$ cat src/rtl/rename_reg_file.sv
// Architectural register file with per-register busy bit and ROB tag.
// Looks up operands (with commit bypass), renames rd, and registers the result toward the ROB.
module rename_reg_file #(
   parameter  int NREG  = 32,
   parameter  int XLEN  = 32,
   parameter  int TAG_W = 4,
   parameter  int PAY_W = 80,
   localparam int RB    = $clog2(NREG)
) (
   input  logic             clk,
   input  logic             rst,
   input  logic             iss_valid_i,
   output logic             iss_ready_o,
   input  logic [RB-1:0]    iss_rs1_i,
   input  logic [RB-1:0]    iss_rs2_i,
   input  logic [RB-1:0]    iss_rd_i,
   input  logic             iss_wr_i,
   input  logic [TAG_W-1:0] iss_tag_i,
   input  logic [PAY_W-1:0] iss_pay_i,
   input  logic             cm_valid_i,
   input  logic [RB-1:0]    cm_rd_i,
   input  logic [TAG_W-1:0] cm_tag_i,
   input  logic [XLEN-1:0]  cm_val_i,
   input  logic             fl_i,
   output logic             out_valid_o,
   input  logic             out_ready_i,
   output logic [XLEN-1:0]  out_vj_o,
   output logic [XLEN-1:0]  out_vk_o,
   output logic             out_bj_o,
   output logic             out_bk_o,
   output logic [TAG_W-1:0] out_qj_o,
   output logic [TAG_W-1:0] out_qk_o,
   output logic [TAG_W-1:0] out_tag_o,
   output logic [PAY_W-1:0] out_pay_o
);

   logic [XLEN-1:0]  val_q [NREG];
   logic [NREG-1:0]  busy_q;
   logic [TAG_W-1:0] tag_q [NREG];

   logic             accept, rename, wake_j, wake_k;
   logic [XLEN-1:0]  vj, vk;
   logic             bj, bk;
   logic [TAG_W-1:0] qj, qk;

   // Returns {busy, tag, value}; x0 is hard-wired to zero and never pending.
   function automatic logic [XLEN+TAG_W:0] lookup(
      input logic [RB-1:0]    rs,
      input logic [XLEN-1:0]  v,
      input logic             b,
      input logic [TAG_W-1:0] t,
      input logic             cv,
      input logic [RB-1:0]    crd,
      input logic [TAG_W-1:0] ctag,
      input logic [XLEN-1:0]  cval
   );
      if (rs == '0) return {1'b0, t, {XLEN{1'b0}}};
      if (b && cv && (crd == rs) && (ctag == t)) return {1'b0, t, cval};
      return {b, t, v};
   endfunction

   assign {bj, qj, vj} = lookup(iss_rs1_i, val_q[iss_rs1_i], busy_q[iss_rs1_i], tag_q[iss_rs1_i],
                                cm_valid_i, cm_rd_i, cm_tag_i, cm_val_i);
   assign {bk, qk, vk} = lookup(iss_rs2_i, val_q[iss_rs2_i], busy_q[iss_rs2_i], tag_q[iss_rs2_i],
                                cm_valid_i, cm_rd_i, cm_tag_i, cm_val_i);

   assign iss_ready_o = !out_valid_o || out_ready_i;
   assign accept      = iss_valid_i && iss_ready_o && !fl_i;
   assign rename      = accept && iss_wr_i && (iss_rd_i != '0);
   assign wake_j      = out_bj_o && cm_valid_i && (cm_tag_i == out_qj_o);
   assign wake_k      = out_bk_o && cm_valid_i && (cm_tag_i == out_qk_o);

   always_ff @(posedge clk or negedge rst) begin
      if (!rst) begin
         for (int i = 0; i < NREG; i++) begin
            val_q[i] <= '0;
            tag_q[i] <= '0;
         end
         busy_q <= '0;
      end else begin
         if (cm_valid_i && (cm_rd_i != '0)) val_q[cm_rd_i] <= cm_val_i;
         if (fl_i) begin
            busy_q <= '0;
         end else begin
            // A same-cycle rename of the committed register keeps it busy under the new tag.
            if (cm_valid_i && (cm_rd_i != '0) && (tag_q[cm_rd_i] == cm_tag_i)
                && !(rename && (iss_rd_i == cm_rd_i)))
               busy_q[cm_rd_i] <= 1'b0;
            if (rename) busy_q[iss_rd_i] <= 1'b1;
         end
         if (rename) tag_q[iss_rd_i] <= iss_tag_i;
      end
   end

   always_ff @(posedge clk or negedge rst) begin
      if (!rst) begin
         out_valid_o <= 1'b0;
         out_vj_o    <= '0;
         out_vk_o    <= '0;
         out_bj_o    <= 1'b0;
         out_bk_o    <= 1'b0;
         out_qj_o    <= '0;
         out_qk_o    <= '0;
         out_tag_o   <= '0;
         out_pay_o   <= '0;
      end else if (fl_i) begin
         out_valid_o <= 1'b0;
      end else if (accept) begin
         out_valid_o <= 1'b1;
         out_vj_o    <= vj;
         out_vk_o    <= vk;
         out_bj_o    <= bj;
         out_bk_o    <= bk;
         out_qj_o    <= qj;
         out_qk_o    <= qk;
         out_tag_o   <= iss_tag_i;
         out_pay_o   <= iss_pay_i;
      end else if (out_valid_o && out_ready_i) begin
         out_valid_o <= 1'b0;
      end else if (out_valid_o) begin
         // Operands of a stalled entry pick up their producer's commit in place.
         if (wake_j) begin
            out_vj_o <= cm_val_i;
            out_bj_o <= 1'b0;
         end
         if (wake_k) begin
            out_vk_o <= cm_val_i;
            out_bk_o <= 1'b0;
         end
      end
   end

endmodule

$ cat config.mk
export PLATFORM = sky130hd
export DESIGN_NAME = rename_reg_file
export DESIGN_NICKNAME = d
export VERILOG_FILES = /design/src/rtl/rename_reg_file.sv
export SDC_FILE = /design/constraint.sdc
export NUM_CORES = 2
export LEC_CHECK = 0
export ABC_AREA = 1
export CAP_MARGIN = 20
export CORE_UTILIZATION = 35
export DETAILED_ROUTE_END_ITERATION = 10
export DONT_BUFFER_PORTS = 1
export PLACE_DENSITY_LB_ADDON = 0.12
export SYNTH_ARGS = -nofsm -noshare
export SYNTH_HDL_FRONTEND = slang
export SYNTH_SLANG_ARGS = --single-unit
$ cat constraint.sdc
create_clock -name clk -period 2.25 [get_ports clk]
set_clock_uncertainty 0.1 [all_clocks]
set_input_delay 0.225 -clock clk [delete_from_list [all_inputs] [get_ports clk]]
set_output_delay 0.225 -clock clk [all_outputs]
set_load 0.05 [all_outputs]
Word level (Yosys, flattened, before mapping)
Index checks and enable logic that the tools add are counted.
- $lt $le $gt $ge: 12
- equality and inequality tests: 9
- muxes and demuxes: 66
- bitwise logic cells: 8
- reduce and logical (&&, ||, !) cells: 38
- operator list (operator ; count):
    $bwmux 1024 ; 1
    $mux 32 ; 17
    $bmux 32 s5 ; 2
    $mux 37 ; 8
    $demux 32 s5 ; 1
    $bwmux 128 ; 1
    $bmux 4 s5 ; 3
    $and 32x32->32 ; 1
    $not 32->32 ; 1
    $or 32x32->32 ; 1
    $mux 4 ; 7
    $ge 6x6->1 const B ; 4
    $lt 5x6->1 const B ; 4
    $not 5->6 ; 4
    $logic_and 1x1->1 ; 23
    $mux 1 ; 21
    $demux 4 s5 ; 1
    $eq 4x4->1 ; 5
    $eq 5x5->1 ; 3
    $lt 6x1->1 const B ; 2
    $bmux 1 s5 ; 2
    $demux 1 s5 ; 2
    $ge 5x1->1 const B ; 2
    $logic_not 5->1 ; 2
    9 further kinds ; 15
- register bits after elaboration: 1343
- input port bits: 147
- word-level logic and storage cells: 207

Longest topological paths before layout
- depth in word-level cells: 14
- gate-level depth with buffers: 19
- mapped depth without buffers: 16

Least setup slack after synthesis
No wires, ideal clock.
- path kind: flip-flop to flip-flop
- start: register out_valid_o
- end: register busy_q[27]
- library setup time: 136 ps
- data arrival time: 2202 ps
- path slack: -188 ps
- stages on the path, launching flop included: 13
- buffers on the path: 1
- period minus slack after synthesis: 2438 ps
- path through: dfrtp_1 -> inv_1 -> nor2_1 -> inv_2 -> nand3_1 -> inv_2 -> nand3_1 -> o21ai_0 -> a21oi_2 -> buf_4 -> nand4_1 -> nand2_1 -> a21oi_1
- word-level cells in the longest chain between the ends: 14
- ends and longest elaborated chain (what ; line ; source):
    start: declaration ; 25 ; output logic out_valid_o,
    start signal: assignment ; 97 ; out_valid_o <= 1'b0;
    start signal: assignment ; 107 ; out_valid_o <= 1'b0;
    start signal: assignment ; 109 ; out_valid_o <= 1'b1;
    $logic_not 1->1 (*) ; 67 ; assign iss_ready_o = !out_valid_o || out_ready_i;
    $logic_or 1x1->1 (*) ; 67 ;
    net iss_ready_o ; 13 ; output logic iss_ready_o,
    $logic_and 1x1->1 (*) (2 in series) ; 68 ; assign accept = iss_valid_i && iss_ready_o && !fl_i;
    $logic_and 1x1->1 (*) (2 in series) ; 69 ; assign rename = accept && iss_wr_i && (iss_rd_i != '0);
    $logic_and 1x1->1 ; 87 ; && !(rename && (iss_rd_i == cm_rd_i)))
    $logic_not 1->1 ; 87 ;
    $logic_and 1x1->1 ; 87 ;
    $mux 32 ; 86 ; if (cm_valid_i && (cm_rd_i != '0) && (tag_q[cm_rd_i] == cm_tag_i)
    $mux 32 ; 82 ; if (fl_i) begin
    $or 32x32->32 (no source line) ; - ;
    $mux 32 (*) ; 89 ; if (rename) busy_q[iss_rd_i] <= 1'b1;
    $mux 32 (*) ; 82 ;
    end signal: assignment ; 83 ; busy_q <= '0;
    end signal: indexed assignment ; 88 ; busy_q[cm_rd_i] <= 1'b0;
    end signal: indexed assignment ; 89 ;
    end: declaration ; 38 ; logic [NREG-1:0] busy_q;
Mark *: on every way through the listed nets, which the timed path passes. The rest lies on a longest branch. The select of a mux whose other input is x is not followed.
A chain may end at the register's enable or synchronous reset.

Final worst setup path
- start: input port iss_rs2_i[0]
- end: register out_vk_o[20]
- word-level cells in the longest chain between the ends: 11
- ends and longest elaborated chain (what ; line ; source):
    start: declaration ; 15 ; input logic [RB-1:0] iss_rs2_i,
    $not 5->6 (not written as such) ; 64 ; assign {bk, qk, vk} = lookup(iss_rs2_i, val_q[iss_rs2_i], busy_q[iss_rs2_i], tag_q[iss_rs2_i],
    $bmux 4 s5 ; 64 ;
    $mux 4 (not written as such) (2 in series) ; 64 ;
    $eq 4x4->1 ; 58 ; if (b && cv && (crd == rs) && (ctag == t)) return {1'b0, t, cval};
    $logic_and 1x1->1 ; 58 ;
    $mux 1 (2 in series) ; 58 ;
    $mux 37 ; 59 ; return {b, t, v};
    $mux 37 (*) ; 58 ;
    $mux 32 (*) ; 108 ; end else if (accept) begin
    end signal: assignment ; 111 ; out_vk_o <= vk;
    end signal: assignment ; 127 ; out_vk_o <= cm_val_i;
    end: declaration ; 28 ; output logic [XLEN-1:0] out_vk_o,
Every way passes the cells marked *; elsewhere a longest branch is shown, timed or not. The select of a mux whose other input is x is not followed.

==> impl_summary.txt <==
----------------------------------------------------
[Setup path]
  Worst path required time ... between 2 and 3 ns
  Largest fanout on the critical path ... between 700 and 800
  Worst Setup Start Kind ... primary input
  Reg-to-reg critical path endpoint ... out_vk_o[3]
  First element of the critical path ... iss_rs2_i[0]
  Critical path capture point ... out_vk_o[20]
  Data arrival time at the worst-slack endpoint ... around 6.0 ns
  Critical path type ... primary input to register
  Startpoint of the most critical register-to-register path ... tag_q[91]
  Register-to-Register Setup Slack ... -0.37 ns
  Endpoint kind of the worst setup timing path ... register
  Depth of the worst register-to-register path ... 15

[Timing]
  Final number of hold-violating endpoints ... approximately 350
  Slew at the pin with the worst max-slew slack ... about 5.8 ns
  Unrepaired setup endpoints after global routing ... true
  Min Hold Slack ... -1.012 ns
  Final number of setup-violating endpoints ... just under 90
  Upper clock frequency limit ... 186.4 MHz
  Setup Total Neg Slack ... -151.84 ns
  Final worst path period share ... 2.385
  Tmin final ... between 5 and 6 ns
  Slack of the critical path ... -3.115 ns
  Worst-case headroom to the max-slew limit ... -2.900
  Count of pins over their slew limit ... roughly 1300

[Placement]
  Cell area reported after detailed placement ... 80330 um^2
  Port buffer count ... 0
  Routability congestion estimate ... 0.8858
  Hpwl dp ... approximately 190 mm

[Clocking]
  Depth of the CTS H-tree ... 4
  Clk pin slew, worst setup/hold paths ... around 0.06 ns
  Maximum clock path buffer count ... 3
  CTS tree ... built
  Clock network latency to the later pin of the worst-skew pair ... 0.86 ns
  Number of clock buffers inserted by TritonCTS ... around 160
  Clock sink count ... about 1300
  Clk root buf ... sky130_fd_sc_hd__clkbuf_16

[Synthesis]
  Post-synthesis instance total ... 10130
  Commonest register cell after synthesis ... sky130_fd_sc_hd__dfrtp_1
  Number of enable flip-flop cells after synthesis ... 0
  Count of different cell masters after synthesis ... 42
  Flops & latches, synth ... around 1300
  Part of the Yosys area used for sequential elements ... 0.4578
  Synthesized net count ... roughly 10000
  Synthesized area per cell ... slightly above 7 um^2
  Cell area after technology mapping ... between 70000 and 80000 um^2
  Total of warnings raised by yosys ... 0
  Async set-or-reset flop fraction in the synthesized netlist ... 1.000

[Die]
  Number of I/O pins ... a little over 300
  Initial core utilization ... 0.3535
  DIE AREA ... 211600 um^2
  Number of core rows ... between 150 and 200
  Chip Width ... between 400 and 500 um
  Placeable core region ... 207700 um^2
  Die H ... between 400 and 500 um

[Global route]
  Global-route wire length before repair ... between 500 and 600 mm
  Initial antenna violation count ... 11
  Vias in the first global route ... 72680
  Remaining global-route overflow ... 0
  GRT Total Usage ... 0.3215
  Largest net degree at the start of global routing ... between 700 and 800

[Final layout]
  Area overhead of the layout relative to synthesis ... 24.46%
  Layout cells sized above 1 ... 0.1322
  Cell area after layout ... 91380 um^2
  Footprint of the multi-input gates ... between 30000 and 40000 um^2
  Final net count ... between 10000 and 15000
  Fill cell count ... 20830
  Total area of sequential cells ... around 34000 um^2
  Final standard cell utilization of the core ... 0.4400

[Drt]
  Number of iterations in the first detailed-routing pass ... 6
  Routed wirelength normalized by instance count ... 26.22 um
  Number of nets with antenna violations after routing ... 0
  Vias after detailed routing ... about 77000
  Final Routed Wirelength ... roughly 350 mm
  Via count normalized by instance count ... about 5.8
  Violation count after the first detailed-route iteration ... roughly 9300
  Number of design rule violations left after detail routing ... 0

[Flow run]
  Max-capacitance violation count ... 0

[Min path]
  Type of the worst min-delay path ... primary input to async pin

[Power]
  PnR Total Power ... approximately 75 mW
  Cell leakage power ... between 40 and 50 nW
  IR Drop Worst-Case VDD ... approximately 0.85 mV
  Power density cells ... slightly above 800 nW/um^2

[Status]
  Failing checks ... negative hold slack, max-slew violations, negative setup slack
  Result of the run ... finished with violations

----------------------------------------------------
## critical path, cell delays in order
cell,delay [ns]
sky130_fd_sc_hd__or2_2,1.80
sky130_fd_sc_hd__nand3_1,0.12
sky130_fd_sc_hd__nand3_1,0.11
sky130_fd_sc_hd__nand3_1,0.12
sky130_fd_sc_hd__nand3_2,0.13
sky130_fd_sc_hd__nand2_4,0.13
sky130_fd_sc_hd__inv_2,0.05
sky130_fd_sc_hd__nand2_2,0.08
sky130_fd_sc_hd__nor2_4,0.04
sky130_fd_sc_hd__buf_12,0.14
sky130_fd_sc_hd__nand2_8,0.15
sky130_fd_sc_hd__buf_12,0.17
sky130_fd_sc_hd__nand2_2,0.06
sky130_fd_sc_hd__nand2_2,0.06
sky130_fd_sc_hd__nand2_2,0.07
sky130_fd_sc_hd__nand2_2,0.06
sky130_fd_sc_hd__nand2_1,0.05
## metrics by stage
step / setup WS [ns] / std cells
detailed placement: -1.617 / 12620
global placement: -1.580 / 12620
CTS: -0.2387 / 13210
finish: -3.115 / 13230
global route: -0.5847 / 13230
floorplan: 0.01367 / 10130
## cell usage in the layout, fill, tap and decap left out, types with 22 or more instances in the layout
cell type and n:
sky130_fd_sc_hd__o22ai_1 89, sky130_fd_sc_hd__a21oi_1 1062, sky130_fd_sc_hd__o211ai_1 63, sky130_fd_sc_hd__buf_12 206, sky130_fd_sc_hd__nand2_1 3091, sky130_fd_sc_hd__buf_16 22, sky130_fd_sc_hd__clkinv_2 27, sky130_fd_sc_hd__nand2_4 66
sky130_fd_sc_hd__a221oi_1 70, sky130_fd_sc_hd__inv_2 30, sky130_fd_sc_hd__buf_6 28, sky130_fd_sc_hd__clkbuf_16 165, sky130_fd_sc_hd__dlygate4sd3_1 241, sky130_fd_sc_hd__clkbuf_1 26, sky130_fd_sc_hd__nand2_2 58, sky130_fd_sc_hd__a22oi_1 37
sky130_fd_sc_hd__o21ai_0 1543, sky130_fd_sc_hd__a211oi_1 120, sky130_fd_sc_hd__clkbuf_8 42, sky130_fd_sc_hd__inv_1 376, sky130_fd_sc_hd__nand3_4 23, sky130_fd_sc_hd__dfrtp_1 1342, sky130_fd_sc_hd__nand4_1 34, sky130_fd_sc_hd__nand3_2 115
sky130_fd_sc_hd__nand3_1 595, sky130_fd_sc_hd__a21oi_2 59, sky130_fd_sc_hd__o21ai_1 89, sky130_fd_sc_hd__nor2_1 230, sky130_fd_sc_hd__buf_4 437
## layout make-up
type,count,area share
Tap cell,2788,0.03818
Sequential cell,1343,0.3678
Timing Repair Buffer,951,0.1213
Antenna cell,5,0.0001369
Clock inverter,60,0.009626
Clock buffer,228,0.05121
Inverter,416,0.01794
Multi-Input combinational cell,7438,0.3938
## synthesized netlist by cell type, types with 3 or more instances
cell type	instances	share of area
sky130_fd_sc_hd__a211oi_1	120	0.012
sky130_fd_sc_hd__a21o_1	4	0.00041
sky130_fd_sc_hd__a21oi_1	1121	0.076
sky130_fd_sc_hd__a221oi_1	70	0.0084
sky130_fd_sc_hd__a22oi_1	40	0.0041
sky130_fd_sc_hd__a31oi_1	6	0.00051
sky130_fd_sc_hd__buf_1	51	0.0026
sky130_fd_sc_hd__buf_2	251	0.017
sky130_fd_sc_hd__buf_4	41	0.0042
sky130_fd_sc_hd__buf_6	29	0.0044
sky130_fd_sc_hd__clkbuf_1	554	0.028
sky130_fd_sc_hd__clkbuf_2	4	0.00027
sky130_fd_sc_hd__dfrtp_1	1343	0.46
sky130_fd_sc_hd__inv_1	406	0.021
sky130_fd_sc_hd__inv_2	7	0.00036
sky130_fd_sc_hd__nand2_1	3213	0.16
sky130_fd_sc_hd__nand2_4	3	0.00046
sky130_fd_sc_hd__nand3_1	733	0.050
sky130_fd_sc_hd__nand4_1	34	0.0029
sky130_fd_sc_hd__nor2_1	240	0.012
sky130_fd_sc_hd__nor2_2	5	0.00043
sky130_fd_sc_hd__nor2_4	4	0.00061
sky130_fd_sc_hd__nor3_1	15	0.0010
sky130_fd_sc_hd__nor3_2	4	0.00055
sky130_fd_sc_hd__o211ai_1	63	0.0064
sky130_fd_sc_hd__o21ai_0	1575	0.11
sky130_fd_sc_hd__o21ai_1	70	0.0048
sky130_fd_sc_hd__o221ai_1	4	0.00048
sky130_fd_sc_hd__o22ai_1	94	0.0080
sky130_fd_sc_hd__xor2_1	7	0.00084
## routing by layer
| metal | GRT usage | part of all wire | vias to the layer above |
|---|---|---|---|
| met2 | 0.4856 | 0.43 | 4059 |
| met3 | 0.07682 | 0.10 | 764 |
| met1 | 0.4349 | 0.41 | 37510 |
| met5 | 0 | 0.00024 | - |
| met4 | 0.1423 | 0.049 | 12 |
| li1 | - | - | 34310 |
## report_power, final
group          switching [mW]  internal [mW]  leakage [nW]
Combinational            8.60           5.53          20.6
Sequential               4.55           28.1          17.4
Clock                    11.5           16.3          2.74
Total                    24.7           49.9          40.7
## sequential cells by signal, indices dropped and copies added, names as in the netlist
register     flops
out_vj_o        32
out_bk_o         1
out_qj_o         4
out_tag_o        4
out_pay_o       80
out_valid_o      1
busy_q          32
tag_q          128
val_q         1024
out_qk_o         4
out_vk_o        32
out_bj_o         1
## worst min-delay path by stage
stage	cells after the start	slack (ns)	end	from
4_1_cts	0	-1.07	val_q[1023]	rst
3_5_place_dp	0	-0.17	val_q[1023]	rst
3_3_place_gp	0	-0.17	val_q[1023]	rst
2_1_floorplan	0	-0.17	busy_q[0]	rst
6_report	0	-1.01	val_q[1023]	rst
5_1_grt	0	-1.05	val_q[1023]	rst
## timing repair
action                     4_1_cts  5_1_grt
buffers inserted                41       15
hold buffers                   247        5
setup endpoints to repair      767      454
pin swaps                      115      122
hold endpoints to repair      1469      279
resized for setup              290      225
cloned                          19        5
## cell families (layout without fill, tap and decap cells)
group,count (synthesis),in the layout,share of synthesized area
AOI/OAI and AO/OA,3172,3172,0.2299
xor gates and xnor gates,8,8,0.0009544
and+or+nand+nor,4258,4258,0.2331
DFF,1343,1343,0.4578
buffers and inverters,1346,1655,0.07829
other,0,5,0
Power figures use the tool's default switching activity.
